<file path="config.mk">
export PLATFORM = sky130hd
export DESIGN_NAME = regbank_mp
export DESIGN_NICKNAME = d
export VERILOG_FILES = /design/src/rtl/regbank_pkg.sv /design/src/rtl/regbank_clear_ctrl.sv /design/src/rtl/regbank_mp.sv
export SDC_FILE = /design/constraint.sdc
export NUM_CORES = 1
export LEC_CHECK = 0
export BUFFER_PORTS_ARGS = -buffer_cell sky130_fd_sc_hd__buf_2
export CORE_UTILIZATION = 25
export CTS_BUF_LIST = sky130_fd_sc_hd__clkbuf_2 sky130_fd_sc_hd__clkbuf_4 sky130_fd_sc_hd__clkbuf_8
export DETAILED_ROUTE_END_ITERATION = 7
export HOLD_SLACK_MARGIN = 0.1
export PLACE_DENSITY = 0.5
export SYNTH_ARGS = -nofsm -noshare
export SYNTH_HDL_FRONTEND = slang
export SYNTH_SLANG_ARGS = --single-unit
</file>
<file path="constraint.sdc">
create_clock -name clk -period 12.7 [get_ports clk]
set_clock_uncertainty 0.05 [all_clocks]
set_input_delay 0.635 -clock clk [delete_from_list [all_inputs] [get_ports clk]]
set_output_delay 0.635 -clock clk [all_outputs]
set_load 0.03 [all_outputs]
</file>
<file path="src/rtl/regbank_pkg.sv">
// Shared constants and FSM state type for the multi-port register bank.
// Optional forwarding is selected in regbank_mp by REGBANK_BYPASS_EN.
package regbank_pkg;

    localparam int DEF_WIDTH_ADDR_LENGTH = 5;
    localparam int DEF_WIDTH_DATA_LENGTH = 32;
    localparam int DEF_NUM_READ_PORTS    = 2;

    typedef enum logic {
        ST_CLEAR = 1'b0,
        ST_READY = 1'b1
    } regbankState_e;

endpackage

</file>
<file path="src/rtl/regbank_clear_ctrl.sv">
// Power-up/reset clear sequencer: walks every entry writing zero, then
// raises ready and stays there until the next reset.
module regbank_clear_ctrl
    import regbank_pkg::*;
#(
    parameter int WIDTH_ADDR_LENGTH = DEF_WIDTH_ADDR_LENGTH
) (
    input  logic                         clk,
    input  logic                         rst,
    output logic                         ready,
    output logic                         clearWEn,
    output logic [WIDTH_ADDR_LENGTH-1:0] clearIdx
);

    regbankState_e               state;
    logic [WIDTH_ADDR_LENGTH-1:0] cnt;

    // Reset from any state restarts the sweep at entry 0.
    always_ff @(posedge clk) begin
        if (rst) begin
            state <= ST_CLEAR;
            cnt   <= '0;
            ready <= 1'b0;
        end else begin
            case (state)
                ST_CLEAR: begin
                    cnt <= cnt + 1'b1;
                    if (cnt == '1) begin
                        state <= ST_READY;
                        ready <= 1'b1;
                    end
                end
                ST_READY: begin
                    ready <= 1'b1;
                end
                default: begin
                    state <= ST_CLEAR;
                    cnt   <= '0;
                    ready <= 1'b0;
                end
            endcase
        end
    end

    assign clearWEn = (state == ST_CLEAR) && !rst;
    assign clearIdx = cnt;

endmodule

</file>
<file path="src/rtl/regbank_mp.sv">
// Register bank with one write port, NUM_READ_PORTS combinational read ports
// and a pending-write scoreboard. Define REGBANK_BYPASS_EN for write forwarding.
module regbank_mp
    import regbank_pkg::*;
#(
    parameter int WIDTH_ADDR_LENGTH = DEF_WIDTH_ADDR_LENGTH,
    parameter int WIDTH_DATA_LENGTH = DEF_WIDTH_DATA_LENGTH,
    parameter int NUM_READ_PORTS    = DEF_NUM_READ_PORTS
) (
    input  logic                                   clk,
    input  logic                                   rst,
    input  logic                                   RegWEn,
    input  logic [WIDTH_ADDR_LENGTH-1:0]           AddrD,
    input  logic [WIDTH_DATA_LENGTH-1:0]           DataD,
    input  logic [NUM_READ_PORTS*WIDTH_ADDR_LENGTH-1:0] AddrR,
    output logic [NUM_READ_PORTS*WIDTH_DATA_LENGTH-1:0] DataR,
    input  logic                                   BusySet,
    input  logic [WIDTH_ADDR_LENGTH-1:0]           BusyAddr,
    output logic [NUM_READ_PORTS-1:0]              Busy,
    output logic                                   Ready
);

    localparam int WA    = WIDTH_ADDR_LENGTH;
    localparam int WD    = WIDTH_DATA_LENGTH;
    localparam int DEPTH = 2 ** WA;

    logic          ready;
    logic          clearWEn;
    logic [WA-1:0] clearIdx;

    logic [WD-1:0]    regs [DEPTH];
    logic [DEPTH-1:0] busyBits;
    logic [DEPTH-1:0] busyNext;
    logic [WA-1:0]    readAddr [NUM_READ_PORTS];
    logic             writeHit;

    regbank_clear_ctrl #(
        .WIDTH_ADDR_LENGTH(WA)
    ) clearCtrl (
        .clk     (clk),
        .rst     (rst),
        .ready   (ready),
        .clearWEn(clearWEn),
        .clearIdx(clearIdx)
    );

    assign Ready    = ready;
    assign writeHit = ready && RegWEn && (AddrD != '0);

    // Storage has no reset; zeroing happens only through the clear sweep.
    always_ff @(posedge clk) begin
        if (clearWEn) begin
            regs[clearIdx] <= '0;
        end else if (writeHit && !rst) begin
            regs[AddrD] <= DataD;
        end
    end

    always_comb begin
        busyNext = busyBits;
        if (RegWEn) begin
            busyNext[AddrD] = 1'b0;
        end
        if (BusySet) begin
            busyNext[BusyAddr] = 1'b1;
        end
        busyNext[0] = 1'b0;
    end

    // Set beats clear when both hit the same index in one cycle.
    always_ff @(posedge clk) begin
        if (rst) begin
            busyBits <= '0;
        end else if (ready) begin
            busyBits <= busyNext;
        end
    end

    always_comb begin
        for (int i = 0; i < NUM_READ_PORTS; i++) begin
            readAddr[i] = AddrR[i*WA +: WA];
        end
    end

    always_comb begin
        DataR = '0;
        Busy  = '0;
        for (int i = 0; i < NUM_READ_PORTS; i++) begin
            if (ready && (readAddr[i] != '0)) begin
                DataR[i*WD +: WD] = regs[readAddr[i]];
                Busy[i]           = busyBits[readAddr[i]];
`ifdef REGBANK_BYPASS_EN
                if (writeHit && (readAddr[i] == AddrD)) begin
                    DataR[i*WD +: WD] = DataD;
                    Busy[i]           = BusySet && (BusyAddr == AddrD);
                end
`endif
            end
        end
    end

endmodule

</file>
Word-level counts from Yosys, hierarchy flattened
Memory sizes are Yosys's and may differ from the RTL's.
Cells that the tools add are included.
Storage, ports and cells
  memories: 1
  register bits: 38
  logic and storage cells: 57
  input port bits: 56
  output and inout bits: 67
  memory bits (writable): 1024
Memories
  regs: words 32, bits a word 32, read ports 2, clocked after memory_dff 0, wr ports 1, RTL line regbank_mp.sv:31  | logic [WD-1:0] regs [DEPTH];
Cells by class
  reductions and logical operators: 13
  mux-type cells: 26
  add/subtract/negate cells: 1
  bitwise gates (word level): 4
  $lt $le $gt $ge: 6
  eq/ne operators: 2
Operators with widths (number)
  $mux 32: 5
  $and 32x32->32: 1
  $not 32->32: 1
  $or 32x32->32: 1
  $reduce_or 32->1: 1
  $lt 5x6->1 const B: 4
  $mux 1: 15
  $reduce_bool 5->1: 3
  $bmux 1 s5: 2
  $demux 1 s5: 2
  $ge 5x1->1 const B: 2
  $logic_and 1x1->1: 8
  $add 5x1->5 const B: 1
  $eq 5x5->1 const B: 1
  $mux 5: 1
  $ne 2x1->1 const B: 1
  $pmux 1 s2: 1
  $logic_not 1->1: 1
  $not 1->1: 1

Depth between registers and ports, before layout
  depth after elaboration: 9
  mapped depth: 8

Modules after synthesis
From an unflattened synthesis, not the netlist that was laid out.
Unflattened totals
  cells, all modules: 2795
  area, all modules: 49480.0 µm²
Modules (own cells, without submodules)
  regbank_mp: cells each 2766, area each 49175.9 µm², instances 1
  regbank_clear_ctrl: cells each 29, area each 304.0 µm², instances 1

Worst setup path after synthesis
Ideal clock, no wire load.
  path kind: input-to-reg
  start point: in AddrD[2]
  end point: mem regs[10][0] (netlist bit), enable pin
  setup time: 0.461 ns
  buffers on the path: 0
  arrival: 3.908 ns
  path slack: 8.281 ns
  required time: 12.189 ns
  stages on the path: 4
  path through: or3_4 o31a_4 o32a_1 nor3_1
On the way
  cells in the longest elaborated chain, start to end: 8
  elaborated cells on any way between the ends: 9
  classes of those cells: 5 x mux; 4 x reduce/logical
RTL lines
  from (decl): RTL line regbank_mp.sv:13  | input logic [WIDTH_ADDR_LENGTH-1:0] AddrD,
  $reduce_bool 5->1: RTL line regbank_mp.sv:48  | assign writeHit = ready && RegWEn && (AddrD != '0);
  $logic_and 1x1->1: RTL line regbank_mp.sv:48
  $logic_and 1x1->1: RTL line regbank_mp.sv:54  | end else if (writeHit && !rst) begin
  $mux 1: RTL line regbank_mp.sv:54
  $mux 1: RTL line regbank_mp.sv:52  | if (clearWEn) begin
  $mux 1 (not written as such): RTL line regbank_mp.sv:55  | regs[AddrD] <= DataD;
  $reduce_or 32->1 (no source line)
  $mux 5 (no source line) or $mux 1 (tied branches)
  to (decl): RTL line regbank_mp.sv:31
Parallel ways exist; a longest one is shown, timed or not.

Final worst setup path
  start point: reg clearCtrl.ready
  end point: out DataR[19]
On the way
  cells in the longest elaborated chain, start to end: 2
RTL lines
  from (decl): RTL line regbank_clear_ctrl.sv:10  | output logic ready,
  from (signal assigned): RTL line regbank_clear_ctrl.sv:23  | ready <= 1'b0;
  from (signal assigned): RTL line regbank_clear_ctrl.sv:30  | ready <= 1'b1;
  from (signal assigned): RTL line regbank_clear_ctrl.sv:34  | ready <= 1'b1;
  $logic_and 1x1->1: RTL line regbank_mp.sv:89  | if (ready && (readAddr[i] != '0)) begin
  $mux 32: RTL line regbank_mp.sv:89
  to (decl): RTL line regbank_mp.sv:16  | output logic [NUM_READ_PORTS*WIDTH_DATA_LENGTH-1:0] DataR,
Every way passes these cells.

==> impl_results.rst <==
.. list-table::
   :header-rows: 1

   * - Metric
     - Value
   * - Outcome
     - finished clean
   * - Pin count of the biggest net entering global routing
     - 78
   * - Inserted Clock Buffers
     - 182
   * - Number of DRC violations after detailed-routing iteration 0
     - 3,647
   * - Total number of vias
     - a little over 30,000
   * - Period utilization
     - 41.1%
   * - Routed length per instance
     - approximately 31 microns
   * - Clock latency on the worst-skew pair
     - about 930 ps
   * - Clock share of power
     - 42.8%
   * - Post-CTS Resized
     - 0
   * - Switching Fraction
     - 23.4%
   * - Global-route usage over all layers
     - between 15 and 20%
   * - Cell types occupying the most area after synthesis
     - sky130_fd_sc_hd__edfxtp_1, sky130_fd_sc_hd__mux4_2, sky130_fd_sc_hd__mux2i_1, sky130_fd_sc_hd__a22oi_1, sky130_fd_sc_hd__dfxtp_1
   * - Headroom to the max-slew limit
     - approximately 20%
   * - Number of enable flip-flop cells after synthesis
     - about 1,000
   * - First-pass GRT wire length
     - 247,000 microns
   * - Post-Synthesis Cell Area
     - just under 50,000 sq um
   * - Num rows
     - ~160
   * - Detailed Routing Iterations Pass 1
     - 5
   * - Total of endpoints with negative setup slack in the final report
     - 0
   * - Max FO, Critical Path
     - 25
   * - Area of the core
     - a little under 200,000 sq um
   * - Worst setup path class
     - register to output pin
   * - Final Core Density
     - approximately 29%
   * - Main synth FF type
     - sky130_fd_sc_hd__edfxtp_1
   * - NumNets Final
     - a little over 3,000
   * - Register bit count reported by yosys
     - 1,062
   * - Hold path cells
     - 4
   * - Measured slew at the worst slew-check pin
     - approximately 1200 ps
   * - Type of element launching the critical path
     - register
   * - Nets in the synthesized netlist
     - 2,839
   * - Placed wire-length estimate after detailed placement
     - a little under 100,000 microns
   * - CTS Sinks
     - roughly 1,100
   * - Cells on worst reg2reg path
     - 6
   * - Share of the synthesized area in the top cell type
     - just over 60%
   * - DR DRC count
     - 0
   * - Global placer's final weighted congestion
     - just under 0.8
   * - Cell leakage power
     - approximately 16 nW
   * - Internal Power
     - between 5 and 6 mW
   * - Total Neg Setup Slack
     - 0 ps
   * - Clk buf depth
     - 3
   * - Flop pwr share
     - between 50% and 60%
   * - Proportion of layout cells with a drive suffix above 1
     - 30.6%
   * - Die extent in x
     - roughly 450 microns
   * - Number of distinct library cells after synthesis
     - 57
   * - Maximum Capacitance Violations
     - 0
   * - Gate power share
     - 4.8%
   * - Hold Crit Endpoint
     - busyBits[22]$_SDFFE_PP0P_
   * - # IOs
     - about 120
   * - Yosys warns
     - 0
   * - Unrepaired setup endpoints after global routing
     - false
   * - Worst hold start
     - BusyAddr[0]
   * - Clock-pin slew of the registers on the worst-case setup and hold paths
     - 60 ps
   * - Peak VDD IR
     - 0.0000979 V
   * - Cell family with the largest share of critical-path delay
     - simple AND/OR/NAND/NOR gates
   * - FFs w/ async S/R, synth
     - 0%
   * - Cell taking the most area after synthesis
     - sky130_fd_sc_hd__edfxtp_1
   * - Via density per instance
     - 5.30
   * - Root buffer cell
     - sky130_fd_sc_hd__clkbuf_8
   * - Part of the Yosys area used for sequential elements
     - around 64%
   * - Worst reg2reg startpoint
     - clearCtrl.ready$_SDFFE_PP0P_
   * - Mean instance size in the synthesized netlist
     - roughly 18 sq um
   * - Number of antenna violations at the first check in global routing
     - 10
   * - CP required
     - 12,020 ps
   * - Reg2reg end
     - regs[11][23]$_DFFE_PP_
   * - Hold Vio Cnt, Final
     - 0
   * - Buffers plus inverters on the worst setup path
     - 3
   * - Number of global-route vias before repair
     - just over 30,000
   * - Number of post-CTS setup repair buffers
     - 0
   * - Layout area overhead
     - 15.3%
   * - Cell seen most often among critical-path stages
     - sky130_fd_sc_hd__buf_4
   * - Crit path DAT
     - 4530 ps
   * - Overflow left after global routing
     - 0
   * - Delay of the slowest critical-path stage
     - roughly 730 ps
   * - Critical path capture point type
     - output pin
   * - Total Die Area
     - about 200,000 sq um
   * - Cell type of the slowest stage on the worst timing path
     - sky130_fd_sc_hd__nor3b_4
   * - Max-slew violations
     - 0
   * - Effective utilization at floorplan
     - about a quarter
   * - Class of the tightest hold or removal check
     - input pin to register
   * - Power dissipated by switching net loads
     - 1.71 mW
   * - Port Buf Inserts
     - 122
   * - # hold bufs at CTS
     - 8
   * - Antenna viol nets, final
     - 0
   * - Maximum level of the CTS H-tree
     - 4
   * - Total power density per cell area
     - 128 nW/um^2
   * - Vertical die dimension
     - roughly 450 microns
   * - Final WL
     - 180,000 microns
   * - TritonCTS clock tree
     - yes
   * - Register-to-Register Setup Slack
     - ~8400 ps
   * - Upper clock frequency limit
     - between 0.15 and 0.2 GHz
   * - Chain of cells forming the critical path
     - nor3b_4 > buf_4 > and2_2 > buf_4 > a22oi_1 > nand4_1 > buf_2
   * - Tmin final
     - approximately 5200 ps
   * - Gate count after technology mapping
     - 2,781
## layout make-up
class | instances | area, sq um
inverters | 7 | 26.3
fillers | 19453 | 139000
repair buffers | 223 | 1450
clock inverters | 84 | 582
clock buffers | 246 | 3000
well taps | 2624 | 3280
multi-input cells | 1488 | 17000
flip-flops and latches | 1062 | 31500
diodes | 4 | 10.0
## logic make-up (layout without fill, tap and decap cells)
kind of cell | Yosys count | after routing | share of synthesized area, %
compound gates | 421 | 421 | 5.91
xor+xnor | 3 | 3 | 0.0533
fa+ha+maj | 2 | 2 | 0.0507
buf+inv | 231 | 560 | 2.21
flops | 1062 | 1062 | 63.9
mux | 669 | 669 | 23.4
other cells | 0 | 4 | 0
simple gates | 393 | 393 | 4.47
## Yosys cell counts, types with 3 or more instances
| cell | n |
|---|---|
| sky130_fd_sc_hd__nor3b_1 | 4 |
| sky130_fd_sc_hd__buf_4 | 18 |
| sky130_fd_sc_hd__and3_1 | 68 |
| sky130_fd_sc_hd__nor2b_1 | 15 |
| sky130_fd_sc_hd__nor2_1 | 25 |
| sky130_fd_sc_hd__nor3_1 | 33 |
| sky130_fd_sc_hd__a21oi_1 | 97 |
| sky130_fd_sc_hd__buf_2 | 92 |
| sky130_fd_sc_hd__buf_1 | 12 |
| sky130_fd_sc_hd__nand4_1 | 71 |
| sky130_fd_sc_hd__mux2i_1 | 279 |
| sky130_fd_sc_hd__inv_1 | 7 |
| sky130_fd_sc_hd__buf_6 | 5 |
| sky130_fd_sc_hd__a31oi_1 | 3 |
| sky130_fd_sc_hd__clkbuf_1 | 96 |
| sky130_fd_sc_hd__a32oi_1 | 10 |
| sky130_fd_sc_hd__mux4_2 | 388 |
| sky130_fd_sc_hd__nand2b_1 | 4 |
| sky130_fd_sc_hd__nand3_1 | 72 |
| sky130_fd_sc_hd__nand3b_1 | 3 |
| sky130_fd_sc_hd__edfxtp_1 | 1024 |
| sky130_fd_sc_hd__a22oi_1 | 254 |
| sky130_fd_sc_hd__and2_1 | 39 |
| sky130_fd_sc_hd__dfxtp_1 | 38 |
| sky130_fd_sc_hd__nand2_1 | 45 |
| sky130_fd_sc_hd__o21ai_0 | 35 |
## how the worst max path moves through the flow
stage	cells past startpoint	endpoint	from	slack, ps
6_report	7	DataR[19]	clearCtrl.ready$_SDFFE_PP0P_	7480
5_1_grt	7	DataR[8]	clearCtrl.ready$_SDFFE_PP0P_	7360
4_1_cts	7	DataR[19]	clearCtrl.ready$_SDFFE_PP0P_	7380
3_5_place_dp	8	DataR[19]	AddrR[2]	7520
3_3_place_gp	8	DataR[19]	AddrR[2]	7470
2_1_floorplan	4	regs[10][0]$_DFFE_PP_	AddrD[2]	8280
## metal layers
layer	track usage, %	wire length (microns)	share of wire (%)	vias up
met3	2.95	13100	7.2	295
met5	0	8	0.0044	-
li1	-	-	-	12217
met4	6.57	5950	3.3	2
met1	23.2	72800	40	16435
met2	29.9	88700	49	1448
## flip-flops by register name, summed over array words and instances (netlist names)
signal,flops
busyBits,31
clearCtrl.clearIdx,5
clearCtrl.state,1
regs,1024
clearCtrl.ready,1
## worst register-to-register path, cell delays in order, from the launching register on
cell and delay, ps:
sky130_fd_sc_hd__dfxtp_1 420, sky130_fd_sc_hd__buf_4 320, sky130_fd_sc_hd__and4b_1 510, sky130_fd_sc_hd__o31ai_4 250
sky130_fd_sc_hd__a221o_1 550, sky130_fd_sc_hd__nor3_2 960, sky130_fd_sc_hd__buf_4 740
## layout by cell type (no fill, tap or decap), types with 4 or more instances in the layout
cell,n
sky130_fd_sc_hd__and3_1,66
sky130_fd_sc_hd__buf_8,4
sky130_fd_sc_hd__a22oi_1,254
sky130_fd_sc_hd__clkinv_1,51
sky130_fd_sc_hd__inv_6,4
sky130_fd_sc_hd__nand2b_1,4
sky130_fd_sc_hd__nor2_1,18
sky130_fd_sc_hd__o21ai_0,35
sky130_fd_sc_hd__buf_4,93
sky130_fd_sc_hd__inv_1,7
sky130_fd_sc_hd__clkinv_2,14
sky130_fd_sc_hd__mux2i_1,279
sky130_fd_sc_hd__nand3_1,72
sky130_fd_sc_hd__a21oi_1,97
sky130_fd_sc_hd__bufinv_16,5
sky130_fd_sc_hd__diode_2,4
sky130_fd_sc_hd__dlygate4sd3_1,8
sky130_fd_sc_hd__a32oi_1,10
sky130_fd_sc_hd__clkbuf_4,61
sky130_fd_sc_hd__nand4_1,71
sky130_fd_sc_hd__nor2_4,6
sky130_fd_sc_hd__and2_1,35
sky130_fd_sc_hd__clkinv_8,4
sky130_fd_sc_hd__buf_2,116
sky130_fd_sc_hd__nand2_1,45
sky130_fd_sc_hd__and2_2,6
sky130_fd_sc_hd__nor3_2,30
sky130_fd_sc_hd__dfxtp_1,38
sky130_fd_sc_hd__nor2b_1,10
sky130_fd_sc_hd__mux4_2,388
sky130_fd_sc_hd__clkbuf_8,187
sky130_fd_sc_hd__nor2b_4,4
sky130_fd_sc_hd__edfxtp_1,1024
## metrics by stage
stage | instance area, sq um | setup WS, ps | total power, mW | hold WS, ps | instances
final | 56900 | 7480 | 7.30 | 173 | 5738
after global placement | 53200 | 7470 | 4.25 | 429 | 5396
after detailed placement | 53200 | 7520 | 4.25 | 437 | 5396
after global routing | 56900 | 7360 | 7.52 | 154 | 5735
after CTS | 56900 | 7380 | 7.36 | 104 | 5734
after floorplan | 49300 | 8280 | 4.12 | 413 | 2781
## power by group through the flow
stage | sequential, mW | clock (mW) | combinational (mW)
floorplan | 3.89 | 0 | 0.231
global placement | 3.89 | 0 | 0.351
detailed placement | 3.89 | 0 | 0.352
CTS | 3.82 | 3.18 | 0.354
global route | 3.82 | 3.33 | 0.364
finish | 3.82 | 3.12 | 0.352
No activity file was read; power rests on OpenSTA's default activity.
